`src/rtl/tx_pattern_gen_v2_if.sv`:
```
// AXI4-Stream video bundle for tx_pattern_gen_v2.
// Master drives beats; slave returns tready.
interface tx_pattern_gen_v2_if #(
  parameter int DATA_W = 32
) ();
  logic [DATA_W-1:0] tdata;
  logic              tvalid;
  logic              tready;
  logic              tlast;
  logic              tuser;

  modport master (
    output tdata, tvalid, tlast, tuser,
    input  tready
  );

  modport slave (
    input  tdata, tvalid, tlast, tuser,
    output tready
  );
endinterface

```
`src/rtl/tx_pattern_gen_v2.sv`:
```
// Tx video test-pattern generator with one-stage registered output.
// Define TX_PATTERN_SCROLL_EN to scroll patterns by one pixel per frame.
module tx_pattern_gen_v2 #(
  parameter int DATA_W    = 32,
  parameter int CW        = 10,
  parameter int POS_W     = 12,
  parameter int BAR_SHIFT = 7,
  parameter int CHK_SHIFT = 5
) (
  input  logic                 clk,
  input  logic                 rstn,
  input  logic [1:0]           mode,
  tx_pattern_gen_v2_if.slave   s_axis_video,
  tx_pattern_gen_v2_if.master  m_axis_video,
  output logic [15:0]          frame_cnt
);

  typedef enum logic [1:0] {
    M_PASS = 2'd0,
    M_RAMP = 2'd1,
    M_BARS = 2'd2,
    M_CHK  = 2'd3
  } mode_e;

  localparam logic [CW-1:0] FULL = {CW{1'b1}};

  logic              accept;
  logic              s_rdy;
  logic [POS_W-1:0]  x_q, x_d;
  logic [POS_W-1:0]  y_q, y_d;
  logic [POS_W-1:0]  px, py, pat_x;
  mode_e             mode_q, mode_d, mode_cur;
  logic [15:0]       fcnt_q, fcnt_d;
  logic [DATA_W-1:0] data_q, data_d, pix;
  logic              vld_q, vld_d;
  logic              last_q, last_d;
  logic              user_q, user_d;
  logic [2:0]        bar;
  logic              chk;
  logic [CW-1:0]     r, g, b;

  assign s_rdy  = !vld_q || m_axis_video.tready;
  assign accept = s_axis_video.tvalid && s_rdy;

  assign s_axis_video.tready = s_rdy;
  assign m_axis_video.tvalid = vld_q;
  assign m_axis_video.tdata  = data_q;
  assign m_axis_video.tlast  = last_q;
  assign m_axis_video.tuser  = user_q;
  assign frame_cnt           = fcnt_q;

  // A start-of-frame beat already uses the newly sampled mode
  assign mode_cur = s_axis_video.tuser ? mode_e'(mode) : mode_q;

  always_comb begin
    px = s_axis_video.tuser ? '0 : x_q;
    py = s_axis_video.tuser ? '0 : y_q;
`ifdef TX_PATTERN_SCROLL_EN
    pat_x = px + POS_W'(fcnt_q);
`else
    pat_x = px;
`endif
    bar = 3'(pat_x >> BAR_SHIFT);
    chk = pat_x[CHK_SHIFT] ^ py[CHK_SHIFT];
    r   = '0;
    g   = '0;
    b   = '0;
    pix = '0;
    unique case (mode_cur)
      M_PASS: ;
      M_RAMP: begin
        g = CW'(pat_x);
        b = CW'(py);
        r = FULL - CW'(py);
      end
      // Bar order W,Y,C,G,M,R,B,K maps to bit-inverted index
      M_BARS: begin
        r = {CW{~bar[1]}};
        g = {CW{~bar[2]}};
        b = {CW{~bar[0]}};
      end
      M_CHK: begin
        r = {CW{chk}};
        g = {CW{chk}};
        b = {CW{chk}};
      end
    endcase
    if (mode_cur == M_PASS) begin
      pix = s_axis_video.tdata;
    end else begin
      pix[3*CW-1:0] = {r, b, g};
    end
  end

  always_comb begin
    x_d    = x_q;
    y_d    = y_q;
    mode_d = mode_q;
    fcnt_d = fcnt_q;
    if (accept) begin
      if (s_axis_video.tlast) begin
        x_d = '0;
        y_d = s_axis_video.tuser ? POS_W'(1) : y_q + POS_W'(1);
      end else if (s_axis_video.tuser) begin
        x_d = POS_W'(1);
        y_d = '0;
      end else begin
        x_d = x_q + POS_W'(1);
      end
      if (s_axis_video.tuser) begin
        mode_d = mode_e'(mode);
        fcnt_d = fcnt_q + 16'd1;
      end
    end
  end

  always_comb begin
    vld_d  = vld_q;
    data_d = data_q;
    last_d = last_q;
    user_d = user_q;
    if (accept) begin
      vld_d  = 1'b1;
      data_d = pix;
      last_d = s_axis_video.tlast;
      user_d = s_axis_video.tuser;
    end else if (m_axis_video.tready) begin
      vld_d  = 1'b0;
    end
  end

  always_ff @(posedge clk or negedge rstn) begin
    if (!rstn) begin
      x_q    <= '0;
      y_q    <= '0;
      mode_q <= M_PASS;
      fcnt_q <= '0;
      vld_q  <= 1'b0;
      data_q <= '0;
      last_q <= 1'b0;
      user_q <= 1'b0;
    end else begin
      x_q    <= x_d;
      y_q    <= y_d;
      mode_q <= mode_d;
      fcnt_q <= fcnt_d;
      vld_q  <= vld_d;
      data_q <= data_d;
      last_q <= last_d;
      user_q <= user_d;
    end
  end

endmodule

```
`src/flat_wrapper.sv`:
```
// flat-port wrapper written by rule: the top's interface ports become plain ports
module tx_pattern_gen_v2_flat 
#(
  parameter int DATA_W    = 32,
  parameter int CW        = 10,
  parameter int POS_W     = 12,
  parameter int BAR_SHIFT = 7,
  parameter int CHK_SHIFT = 5
)
  (clk, rstn, mode, frame_cnt, s_axis_video_tdata, s_axis_video_tvalid, s_axis_video_tlast, s_axis_video_tuser, s_axis_video_tready, m_axis_video_tdata, m_axis_video_tvalid, m_axis_video_tlast, m_axis_video_tuser, m_axis_video_tready);
  tx_pattern_gen_v2_if #(.DATA_W(DATA_W)) s_axis_video_i ();
  tx_pattern_gen_v2_if #(.DATA_W(DATA_W)) m_axis_video_i ();
  input  logic clk;
  input  logic rstn;
  input  logic [1:0] mode;
  output logic [15:0] frame_cnt;
  input wire logic [$bits(s_axis_video_i.tdata)-1:0] s_axis_video_tdata;
  input wire logic [$bits(s_axis_video_i.tvalid)-1:0] s_axis_video_tvalid;
  input wire logic [$bits(s_axis_video_i.tlast)-1:0] s_axis_video_tlast;
  input wire logic [$bits(s_axis_video_i.tuser)-1:0] s_axis_video_tuser;
  output wire logic [$bits(s_axis_video_i.tready)-1:0] s_axis_video_tready;
  output wire logic [$bits(m_axis_video_i.tdata)-1:0] m_axis_video_tdata;
  output wire logic [$bits(m_axis_video_i.tvalid)-1:0] m_axis_video_tvalid;
  output wire logic [$bits(m_axis_video_i.tlast)-1:0] m_axis_video_tlast;
  output wire logic [$bits(m_axis_video_i.tuser)-1:0] m_axis_video_tuser;
  input wire logic [$bits(m_axis_video_i.tready)-1:0] m_axis_video_tready;
  assign s_axis_video_i.tdata = s_axis_video_tdata;
  assign s_axis_video_i.tvalid = s_axis_video_tvalid;
  assign s_axis_video_i.tlast = s_axis_video_tlast;
  assign s_axis_video_i.tuser = s_axis_video_tuser;
  assign s_axis_video_tready = s_axis_video_i.tready;
  assign m_axis_video_tdata = m_axis_video_i.tdata;
  assign m_axis_video_tvalid = m_axis_video_i.tvalid;
  assign m_axis_video_tlast = m_axis_video_i.tlast;
  assign m_axis_video_tuser = m_axis_video_i.tuser;
  assign m_axis_video_i.tready = m_axis_video_tready;
  tx_pattern_gen_v2 #(.DATA_W(DATA_W), .CW(CW), .POS_W(POS_W), .BAR_SHIFT(BAR_SHIFT), .CHK_SHIFT(CHK_SHIFT)) u_core (.clk(clk), .rstn(rstn), .mode(mode), .s_axis_video(s_axis_video_i), .m_axis_video(m_axis_video_i), .frame_cnt(frame_cnt));
endmodule
```
`config.mk`:
```
export PLATFORM = sky130hd
export DESIGN_NAME = tx_pattern_gen_v2_flat
export DESIGN_NICKNAME = d
export VERILOG_FILES = /design/src/rtl/tx_pattern_gen_v2_if.sv /design/src/rtl/tx_pattern_gen_v2.sv /design/src/flat_wrapper.sv
export SDC_FILE = /design/constraint.sdc
export NUM_CORES = 1
export LEC_CHECK = 0
export CORE_ASPECT_RATIO = 0.9
export CORE_MARGIN = 5
export CORE_UTILIZATION = 40
export DETAILED_ROUTE_END_ITERATION = 10
export GPL_TIMING_DRIVEN = 0
export PLACE_DENSITY = 0.65
export SYNTH_ARGS = -nofsm -noshare
export SYNTH_HDL_FRONTEND = slang
export SYNTH_SLANG_ARGS = --single-unit
export TNS_END_PERCENT = 100
```
`constraint.sdc`:
```
create_clock -name clk -period 3.7 [get_ports clk]
set_clock_uncertainty 0.1 [all_clocks]
set_input_delay 0.74 -clock clk [delete_from_list [all_inputs] [get_ports clk]]
set_output_delay 0.74 -clock clk [all_outputs]
set_load 0.01 [all_outputs]
```
-- Word-level counts from Yosys, hierarchy flattened
Cells that the tools add are included.
- register bits after elaboration: 77
- multiplexer cells: 14
- bitwise logic cells: 4
- eq/ne operators: 3
- $add $sub $neg: 4
- reduce and logical (&&, ||, !) cells: 8
- operators by type and width (cell ; count):
    $pmux 10 s3 ; 3
    $mux 12 ; 5
    $mux 30 ; 1
    $add 12x1->12 const B ; 2
    $add 16x1->16 const B ; 1
    $mux 10 ; 1
    $sub 10x10->10 const A ; 1
    $eq 2x2->1 const B ; 2
    $mux 2 ; 2
    $reduce_and 2->1 ; 2
    $reduce_bool 2->1 ; 2
    $not 1->1 ; 3
    $eq 2x1->1 const B ; 1
    $logic_not 2->1 ; 1
    $mux 1 ; 2
    $logic_and 1x1->1 ; 1
    $logic_not 1->1 ; 1
    $logic_or 1x1->1 ; 1
    $xor 1x1->1 ; 1

-- Depth between registers and ports, before layout
- word-level depth: 4
- mapped depth: 6

-- Worst setup path before layout
No wires, ideal clock.
- path kind: in2reg
- start point: input port s_axis_video_tlast
- end point: register u_core.y_q[7]
- stages: 6
- required time: 3.522 ns
- setup time: 0.078 ns
- path buffers: 2
- arrival time: 2.101 ns
- path slack: 1.421 ns
- cell sequence: buf_2 > nand3_1 > or4_1 > buf_2 > or4_1 > a21oi_1
- cells in the longest elaborated chain, start to end: 1
- RTL lines (what ; RTL line ; RTL):
    from (decl) ; flat_wrapper.sv:19 ; input wire logic [$bits(s_axis_video_i.tlast)-1:0] s_axis_video_tlast;
    $mux 12 ; tx_pattern_gen_v2.sv:101 ; if (s_axis_video.tlast) begin
    to (signal assigned) ; tx_pattern_gen_v2.sv:144 ; y_q <= y_d;
    to (decl) ; tx_pattern_gen_v2.sv:30 ; logic [POS_W-1:0] y_q, y_d;
Every way passes these cells.
A chain may end at the register's enable or synchronous reset.

-- Final worst setup path
- start point: input port m_axis_video_tready
- end point: output port s_axis_video_tready
- cells in the longest elaborated chain, start to end: 1
- RTL lines (what ; RTL line ; RTL):
    from (decl) ; flat_wrapper.sv:26 ; input wire logic [$bits(m_axis_video_i.tready)-1:0] m_axis_video_tready;
    $logic_or 1x1->1 ; tx_pattern_gen_v2.sv:42 ; assign s_rdy = !vld_q || m_axis_video.tready;
    to (decl) ; flat_wrapper.sv:21 ; output wire logic [$bits(s_axis_video_i.tready)-1:0] s_axis_video_tready;
Every way passes these cells.

==> results.toml <==
[outcome]
outcome = "complete, no violations"

[route]
vias_per_cell = 5.502
wl_per_cell_microns = 16.89
wl_microns = 10570
drt-initial-drc-count = 145
drc = 0
vias = 3444
drtPass1Iterations = 4
ant_nets = 0

[cells_and_area]
final_util = 0.5482
diodes = 0
drive_gt1_frac = 0.05556
nFillCells = 844
fin_cells = 626
syn_to_final_growth_pct = 34.58
nNetsFinal = 543

[sta]
holdWs_ns = 0.1844
worst_pin_slew_ns = 0.8888
final-hold-violation-count = 0
period_share = 0.7602
setup_viol = 0
relSlewSlack = 0.3991
rsz0062_at_grt = "false"
fmax_mhz = 355.5
fin_crit_ns = 2.813
drv_slew = 0

[worst_setup_path]
r2r-end = "u_core.m_axis_video.tdata[10]"
reg2reg_depth = 5
start_kind = "input port"
critPathKind = "input port to output port"
worstPathRequired_ns = 2.86
r2r_start = "u_core.m_axis_video.tvalid"
cp_max_fo = 4
crit_end = "s_axis_video_tready"
cp-end-kind = "output port"
cp.arrival_ns = 1.97
rrSetupSlack_ns = 1.47
setup.worst_path.start = "m_axis_video_tready"

[place]
gp_congestion = 0.8463
post-place-cells = 611
io_buffer_count = 90
dp_hpwl_microns = 7769

[synthesis]
synth_mux_area_frac = 0.01223
synthFlopType = "dfrtp_1"
synth_seq_area_share = 0.4959
synthArstFlopShare = 1.000
synth_top_cell_by_area = "dfrtp_1"
syn-cell-area_sq_mm = 0.003684
yosys.area_share.adder = 0.01019
ys_types = 44
synth_compound_area_frac = 0.2011
syn_inst = 398
syn-num-nets = 441
synthTopCellsByArea = "dfrtp_1 50%, o21ai_0 6.3%, nand2_1 5.7%"
synth_top_area_share = 0.4959
synth_edf_count = 0
synthSimpleGateAreaFrac = 0.2065
postSynthRegisterBits = 73
synth_top_family_by_area = "simple AND/OR/NAND/NOR gates"
syn_area_per_cell_sq_um = 9.255
synthXorXnorAreaFrac = 0.04042
yosys_warnings = 0

[cts]
ctsHoldBuffers = 0
cts.sinks = 73
clk_path_buf_depth = 2
cts_tree = "yes"
clk_pin_slew_ns = 0.08
htree_levels = 3
clk_latency_ns = 0.34
postCtsSetupRepairBufs = 0
cts_buffers = 9
ctsRootBufferMaster = "clkbuf_8"
postCtsResizedCells = 0

[pwr]
power_density_mw_per_mm2 = 472.4
p_leak_nw = 1.998
p_total_w = 0.002342
ir_worst_vdd_mv = 0.2736

[die]
initial_core_util = 0.4074
die_area_sq_mm = 0.01123
ios = 92
row_count = 33
dieWidth_microns = 111.2
fp.dieH_microns = 101.0
core_area_sq_mm = 0.009042

[grt]
antenna_found_initial = 0
grt_pass1_wl_microns = 17420
grt_pass1_vias = 3399
globalRouteOverflowTotal = 0
grt_max_degree = 53
track_usage = 0.1913

[run]
cap_violations = 0

[min_path]
min_path_type = "input port to async pin"
==> stage by stage <==
stage / cell area (sq um) / worst slack, ns / TNS, ns
2_1_floorplan: 3684 / 1.421 / 0
3_3_place_gp: 4737 / -0.8073 / -58.39
3_5_place_dp: 4762 / 0.6907 / 0
4_1_cts: 4957 / 0.8619 / 0
5_1_grt: 4957 / 0.7705 / 0
6_report: 4957 / 0.8873 / 0
==> how the worst min path moves through the flow <==
| stage | from | to | slack [ns] |
|---|---|---|---|
| after floorplan | rstn | u_core.frame_cnt[0] | 0.34 |
| after global placement | u_core.frame_cnt[15] | u_core.frame_cnt[15] | 0.36 |
| after detailed placement | u_core.m_axis_video.tdata[28] | u_core.m_axis_video.tdata[28] | 0.37 |
| after CTS | rstn | u_core.m_axis_video.tdata[11] | 0.19 |
| after global routing | rstn | u_core.m_axis_video.tdata[11] | 0.19 |
| final | rstn | u_core.m_axis_video.tdata[11] | 0.18 |
==> state kept, by name (all words and copies together) (netlist names) <==
signal                      flops
u_core.x_q                     10
u_core.m_axis_video.tlast       1
u_core.m_axis_video.tuser       1
u_core.mode_q                   2
u_core.m_axis_video.tdata      32
u_core.m_axis_video.tvalid      1
u_core.frame_cnt               16
u_core.y_q                     10
==> cell usage after synthesis, types with 2 or more instances <==
cell type	instances
dfrtp_1	73
nand2_1	56
o21ai_0	46
nor2_1	25
a21oi_1	22
clkbuf_1	21
xnor2_1	14
nor2b_1	13
nand4_1	12
o211ai_1	12
nand3_1	11
a22oi_1	10
inv_1	7
o31ai_1	7
a211oi_1	6
or4_1	6
a32oi_1	5
and2_1	5
nor4_1	5
mux2_2	4
and3_1	3
buf_2	3
ha_1	3
xor2_1	3
a21o_1	2
a22o_1	2
and3b_1	2
nor4b_1	2
nor4bb_1	2
or3_1	2
==> cells in the final DEF, fill, tap and decap left out, types with 3 or more instances in the layout <==
cell type | netlist | routed
nand4_1 | 12 | 12
clkdlybuf4s50_1 | 0 | 89
nand3_1 | 11 | 11
o211ai_1 | 12 | 12
buf_2 | 3 | 3
nor4_1 | 5 | 5
clkbuf_1 | 21 | 22
and2_1 | 5 | 5
or4_1 | 6 | 6
a22oi_1 | 10 | 10
nand2_1 | 56 | 56
nor2b_1 | 13 | 13
clkbuf_8 | 0 | 11
a32oi_1 | 5 | 5
xor2_1 | 3 | 3
inv_1 | 7 | 7
nor2_1 | 25 | 25
dfrtp_1 | 73 | 73
a211oi_1 | 6 | 6
mux2_2 | 4 | 4
xnor2_1 | 14 | 14
a21oi_1 | 22 | 22
and3_1 | 3 | 3
o21ai_0 | 46 | 46
ha_1 | 3 | 3
o31ai_1 | 7 | 7
==> cell families (layout without fill, tap and decap cells) <==
kind of cell    after synthesis  count (layout)
fa+ha+maj                     3               3
simple gates                150             150
xor+xnor                     17              17
compound gates              119             119
flops                        73              73
buf+inv                      32             138
mux                           4               4
==> final cells by class <==
cell class | instances | area (sq um) | share of cell area
Sequential cell | 73 | 1827 | 0.3685
Clock buffer | 12 | 155.1 | 0.03130
Timing Repair Buffer | 91 | 925.9 | 0.1868
Tap cell | 122 | 152.6 | 0.03079
Clock inverter | 3 | 40.04 | 0.008077
Multi-Input combinational cell | 293 | 1733 | 0.3496
Inverter | 8 | 30.03 | 0.006058
Buffer | 24 | 93.84 | 0.01893
==> routing by layer <==
layer  GRT usage  part of all wire  wire [microns]
met5           0                 0               0
met2      0.2831              0.44            4614
met1      0.2749              0.49            5165
met4     0.05987             0.013             133
met3     0.05042             0.062             658
==> critical path: stages <==
cell and delay (ns):
clkdlybuf4s50_1 0.47, nor2b_1 0.06, inv_1 0.12, clkdlybuf4s50_1 0.58
==> power breakdown <==
part | leakage [nW] | switching [W] | internal (W)
logic | 0.961 | 0.000305 | 0.000342
registers | 0.934 | 0.000140 | 0.000924
clock network | 0.102 | 0.000288 | 0.000343
total | 2.00 | 0.000733 | 0.00161
(Power assumes the default switching activity.)
